--- src/rtl/types.sv ---
// Shared bus and OAM DMA type definitions.
package types_pkg;

  // Memory bus request operation.
  typedef enum logic [1:0] {
    BUS_OP_IDLE  = 2'd0,
    BUS_OP_READ  = 2'd1,
    BUS_OP_WRITE = 2'd2
  } bus_op_t;

  // Memory bus transfer size.
  typedef enum logic {
    BUS_SIZE_BYTE = 1'b0,
    BUS_SIZE_WORD = 1'b1
  } bus_size_t;

  // OAM location and copy length.
  localparam logic [15:0] OAM_BASE_ADDR = 16'hFE00;
  localparam logic [7:0]  OAM_DMA_LEN   = 8'd160;

  // OAM DMA sequencer states.
  typedef enum logic [2:0] {
    DMA_IDLE    = 3'd0,
    DMA_RD_REQ  = 3'd1,
    DMA_RD_WAIT = 3'd2,
    DMA_WR_REQ  = 3'd3,
    DMA_WR_WAIT = 3'd4
  } oam_dma_state_t;

endpackage

--- src/rtl/oam_dma.sv ---
// OAM DMA bus initiator: copies OAM_DMA_LEN bytes from {start_page, 8'h00}
// to OAM_BASE_ADDR using one outstanding read/write transaction at a time.
// Optional macro OAM_DMA_WORD_EN switches to 16-bit word transfers.
module oam_dma
  import types_pkg::*;
(
  input  logic        clk,
  input  logic        reset,
  input  logic        start,
  input  logic [7:0]  start_page,
  output logic        busy,
  output logic        done,
  output bus_op_t     req_op,
  output bus_size_t   req_size,
  output logic [15:0] req_addr,
  output logic [15:0] req_write_data,
  input  logic        resp_done,
  input  logic [15:0] resp_read_data
);

`ifdef OAM_DMA_WORD_EN
  localparam logic [7:0]  IDX_STEP  = 8'd2;
  localparam bus_size_t   XFER_SIZE = BUS_SIZE_WORD;
  localparam logic [15:0] DATA_MASK = 16'hFFFF;
`else
  localparam logic [7:0]  IDX_STEP  = 8'd1;
  localparam bus_size_t   XFER_SIZE = BUS_SIZE_BYTE;
  localparam logic [15:0] DATA_MASK = 16'h00FF;
`endif
  localparam logic [7:0] LAST_IDX = OAM_DMA_LEN - IDX_STEP;

  oam_dma_state_t state_r, state_s;
  logic [7:0]     idx_r, idx_s;
  logic [7:0]     page_r, page_s;
  logic [15:0]    data_r, data_s;
  logic           restart_r, restart_s;
  logic           busy_s, done_s;
  bus_op_t        req_op_s;
  logic [15:0]    req_addr_s, req_write_data_s;

  // Next-state, next-counter and next-output computation.
  always_comb begin
    state_s          = state_r;
    idx_s            = idx_r;
    page_s           = page_r;
    data_s           = data_r;
    restart_s        = restart_r;
    done_s           = 1'b0;
    req_op_s         = BUS_OP_IDLE;
    req_addr_s       = req_addr;
    req_write_data_s = req_write_data;

    // A start while busy latches the new page; the restart is taken when the
    // outstanding transaction completes.
    if (start && (state_r != DMA_IDLE)) begin
      page_s    = start_page;
      restart_s = 1'b1;
    end else begin
      restart_s = restart_r;
    end

    case (state_r)
      DMA_IDLE: begin
        if (start) begin
          page_s    = start_page;
          idx_s     = 8'd0;
          restart_s = 1'b0;
          state_s   = DMA_RD_REQ;
        end else begin
          state_s = DMA_IDLE;
        end
      end
      DMA_RD_REQ: state_s = DMA_RD_WAIT;
      DMA_RD_WAIT: begin
        if (resp_done) begin
          if (restart_s) begin
            idx_s     = 8'd0;
            restart_s = 1'b0;
            state_s   = DMA_RD_REQ;
          end else begin
            data_s  = resp_read_data & DATA_MASK;
            state_s = DMA_WR_REQ;
          end
        end else begin
          state_s = DMA_RD_WAIT;
        end
      end
      DMA_WR_REQ: state_s = DMA_WR_WAIT;
      DMA_WR_WAIT: begin
        if (resp_done) begin
          if (restart_s) begin
            idx_s     = 8'd0;
            restart_s = 1'b0;
            state_s   = DMA_RD_REQ;
          end else if (idx_r == LAST_IDX) begin
            done_s  = 1'b1;
            state_s = DMA_IDLE;
          end else begin
            idx_s   = idx_r + IDX_STEP;
            state_s = DMA_RD_REQ;
          end
        end else begin
          state_s = DMA_WR_WAIT;
        end
      end
      default: begin
        state_s   = DMA_IDLE;
        restart_s = 1'b0;
      end
    endcase

    busy_s = (state_s != DMA_IDLE);

    case (state_s)
      DMA_RD_REQ: begin
        req_op_s   = BUS_OP_READ;
        req_addr_s = {page_s, idx_s};
      end
      DMA_WR_REQ: begin
        req_op_s         = BUS_OP_WRITE;
        req_addr_s       = OAM_BASE_ADDR + {8'h00, idx_s};
        req_write_data_s = data_s;
      end
      default: req_op_s = BUS_OP_IDLE;
    endcase
  end

  // State, counter and registered-output update.
  always_ff @(posedge clk) begin
    if (reset) begin
      state_r        <= DMA_IDLE;
      idx_r          <= 8'd0;
      page_r         <= 8'd0;
      data_r         <= 16'h0000;
      restart_r      <= 1'b0;
      busy           <= 1'b0;
      done           <= 1'b0;
      req_op         <= BUS_OP_IDLE;
      req_size       <= BUS_SIZE_BYTE;
      req_addr       <= 16'h0000;
      req_write_data <= 16'h0000;
    end else begin
      state_r        <= state_s;
      idx_r          <= idx_s;
      page_r         <= page_s;
      data_r         <= data_s;
      restart_r      <= restart_s;
      busy           <= busy_s;
      done           <= done_s;
      req_op         <= req_op_s;
      req_size       <= XFER_SIZE;
      req_addr       <= req_addr_s;
      req_write_data <= req_write_data_s;
    end
  end

endmodule

--- config.mk ---
export PLATFORM = sky130hd
export DESIGN_NAME = oam_dma
export DESIGN_NICKNAME = d
export VERILOG_FILES = /design/src/rtl/types.sv /design/src/rtl/oam_dma.sv
export SDC_FILE = /design/constraint.sdc
export NUM_CORES = 1
export LEC_CHECK = 0
export CAP_MARGIN = 20
export CORE_MARGIN = 5
export CORE_UTILIZATION = 43
export CTS_CLUSTER_SIZE = 30
export DETAILED_ROUTE_END_ITERATION = 12
export GPL_ROUTABILITY_DRIVEN = 0
export PLACE_DENSITY_LB_ADDON = 0.25
export SYNTH_ARGS = -nofsm -noshare
export SYNTH_HDL_FRONTEND = slang
export SYNTH_SLANG_ARGS = --single-unit
--- constraint.sdc ---
create_clock -name clk -period 1.7 [get_ports clk]
set_input_delay 0.425 -clock clk [delete_from_list [all_inputs] [get_ports clk]]
set_output_delay 0.425 -clock clk [all_outputs]
set_load 0.05 [all_outputs]
==> summary.md, run 1 <==
| Metric | Value |
|---|---|
| Status | `finished, final reports clean` |
| Synth area leader | `dfxtp_1` |
| Routed length per placed instance | `15.8 µm` |
| Worst VDD drop | `0.555 mV` |
| Reg2reg end | `req_addr[0]` |
| Final Setup Violations | `0` |
| Area of the core | `0.00554 mm²` |
| Vias per std cell | `5.48` |
| H-tree depth | `2` |
| Top FF cell, synth | `dfxtp_1` |
| #FFs+latches synth | `56` |
| FMAX | `594 MHz` |
| Number of enable flip-flop cells after synthesis | `0` |
| Post-route minimum period | `1.68 ns` |
| Drt drc | `0` |
| Cts bufs inserted | `5` |
| DRT iter0 DRCs | `150` |
| Die area | `0.00737 mm²` |
| # diodes | `0` |
| Worst Setup Start Kind | `flop` |
| Setup CP Type | `reg -> reg` |
| Clock Sinks | `56` |
| Net Sw Frac | `0.307` |
| Clock buffer depth | `2` |
| Min-delay worst type | `reg -> reg` |
| Sequential-to-total area share from yosys stat | `0.453` |
| Fin area | `0.00359 mm²` |
| Ys async rst share | `0` |
| PD cells | `804 mW/mm²` |
| Number of global-route vias before repair | `2315` |
| Largest fanout on the critical path | `10` |
| Die Wd | `85.8 µm` |
| DR pass1 iterations | `4` |
| Yosys warnings | `0` |
| R2R depth | `6` |
| Syn nets | `296` |
| Post-synth top area share | `0.453` |
| CP required | `1.93 ns` |
| R2r startpoint | `idx_r[1]` |
| Mapped Area | `0.00247 mm²` |
| Hold Path Stages | `2` |
| Top cells by area, synth | `dfxtp_1, mux2i_1, a21oi_1` |
| Layout cell share with drive strength beyond 1 | `0.388` |
| Die H | `85.8 µm` |
| GR Util All Layers | `0.189` |
| Area after DPL | `0.00335 mm²` |
| Psw | `887 µW` |
| Flop pwr share | `0.490` |
| Post-Synthesis Cells | `267` |
| Grt ovf | `0` |
| Worst-skew pair later-pin latency | `0.31 ns` |
| Area Growth Syn to Fin | `45.2%` |
| Starting Density | `0.446` |
| Final Max Tran Viols | `0` |
| Hold Startpoint | `req_write_data[5]` |
| Worst Setup End Kind | `flop` |
| Reg2Reg Setup Slack | `0.02 ns` |
| Worst setup path endpoint | `req_addr[0]` |
| P_leak | `0.00148 µW` |
| CP startpoint | `idx_r[1]` |
| RSZ-0062 raised after global routing | `true` |
| Clock transition at path regs | `0.10 ns` |
| Final-stage net count | `386` |
| Final Non-Filler Cells | `430` |
| FILL cells | `452` |
| Final hold vios | `0` |
| Final Skew | `0.00727 ns` |
| Via count | `2358` |
| Post-synth top cells | `dfxtp_1, nand2_1, a21oi_1, nor3_1, nor2_1` |
| Worst EP arrival | `1.91 ns` |
| IO buf count | `55` |
| First-pass GRT wire length | `11200 µm` |
| # IOs | `65` |
| FF/Latch Area | `0.00113 mm²` |
| Std-Cell Rows | `27` |
| Clk root buf | `clkbuf_8` |
| Placed cells | `421` |
| Clk pwr share | `0.272` |
| CTS tree | `built` |
| Mean Syn Cell Area | `9.26 µm²` |
| Multi-input logic area | `0.00132 mm²` |
| Largest net degree at the start of global routing | `35` |
| Most common cell in the synthesized netlist | `dfxtp_1` |
| Antenna viol nets, final | `0` |
| Initial antenna violation count | `0` |
| Total wire length | `6780 µm` |
| Combinational Power Share | `0.238` |
| Dpl hpwl | `5040 µm` |
| Tcrit/Tclk final | `0.991` |
| MaxCap Viol Count | `0` |
| Internal power | `2000 µW` |
| CTS Hold Buffers Added | `0` |
| Post-synthesis cell type count | `53` |
==> power groups by stage <==
stage                     clock, µW  combinational (µW)  sequential, µW
after floorplan                   0                 258            1580
after global placement            0                 645            1440
after detailed placement          0                 654            1440
after CTS                       811                 675            1410
after global routing            868                 731            1420
final                           786                 687            1410
==> registers in the layout, indices dropped and copies added (netlist names) <==
signal	count
req_addr	16
req_write_data	16
idx_r	8
page_r	8
state_r	3
req_op	2
busy	1
done	1
restart_r	1
==> metal layers <==
layer,vias to the layer above,global-route usage,part of all wire,routed length (µm)
met3,12,0.0461,0.059,397
li1,1152,-,-,-
met5,-,0,0,0
met4,0,0.0705,0.016,109
met2,81,0.319,0.49,3350
met1,1113,0.233,0.43,2930
==> through the flow <==
step / power (µW) / hold WS [ns] / setup TNS [ns] / util / worst slack [ns]
6_report: 2890 / 0.461 / 0 / 0.648 / 0.0160
5_1_grt: 3020 / 0.480 / -0.465 / 0.648 / -0.0867
4_1_cts: 2900 / 0.464 / -0.0160 / 0.641 / -0.0147
3_5_place_dp: 2090 / 0.450 / -18.36 / 0.605 / -0.590
3_3_place_gp: 2090 / 0.442 / -17.25 / 0.605 / -0.572
2_1_floorplan: 1840 / 0.456 / -0.192 / - / -0.0317
==> cell families after synthesis <==
| family | synth area share |
|---|---|
| AOI/OAI and AO/OA | 0.214 |
| adders and majority gates | 0.00506 |
| buffers and inverters | 0.0693 |
| DFF | 0.453 |
| muxes | 0.0486 |
| other | 0.00152 |
| and+or+nand+nor | 0.209 |
==> worst max-delay path: stages, from the launching register on <==
cell      delay (ns)
dfxtp_2         0.35
ha_4            0.16
and4_4          0.16
a311oi_4        0.42
buf_6           0.21
nor3_1          0.06
a311oi_2        0.23
==> layout by cell type, fill, tap and decap left out, types with 6 or more instances in the layout <==
cell / instances
nand3_1: 6
dfxtp_1: 51
a311oi_2: 8
a21oi_1: 21
nand2_1: 24
nor2_1: 16
clkdlybuf4s50_1: 17
nor3_1: 14
and3_1: 9
inv_1: 6
buf_4: 83
mux2i_1: 10
clkbuf_8: 6
==> final cells by class <==
type	instances	area share
Clock inverter	2	0.00383
Sequential cell	56	0.315
Inverter	6	0.00627
Tap cell	72	0.0251
Timing Repair Buffer	110	0.261
Clock buffer	6	0.0230
Multi-Input combinational cell	178	0.367
==> repair_timing <==
action	4_1_cts	5_1_grt
pin swaps	8	14
gates resized for setup	26	11
endpoints found under the hold margin	0	0
endpoints found under the setup margin	33	24
setup buffers	3	1
==> how the worst min path moves through the flow <==
| stage | slack (ns) | to |
|---|---|---|
| finish | 0.46 | req_write_data[5] |
| CTS | 0.46 | req_write_data[5] |
| floorplan | 0.46 | page_r[1] |
| global placement | 0.44 | req_write_data[6] |
| detailed placement | 0.45 | req_write_data[5] |
| global route | 0.48 | req_write_data[5] |
No activity file was read; power rests on OpenSTA's default activity.
==> run 2, diff against run 1 <==
- CAP_MARGIN: 20 -> not set
==> results of run 2 <==
No change in the layout: final DEF, timing and power equal those of run 1.
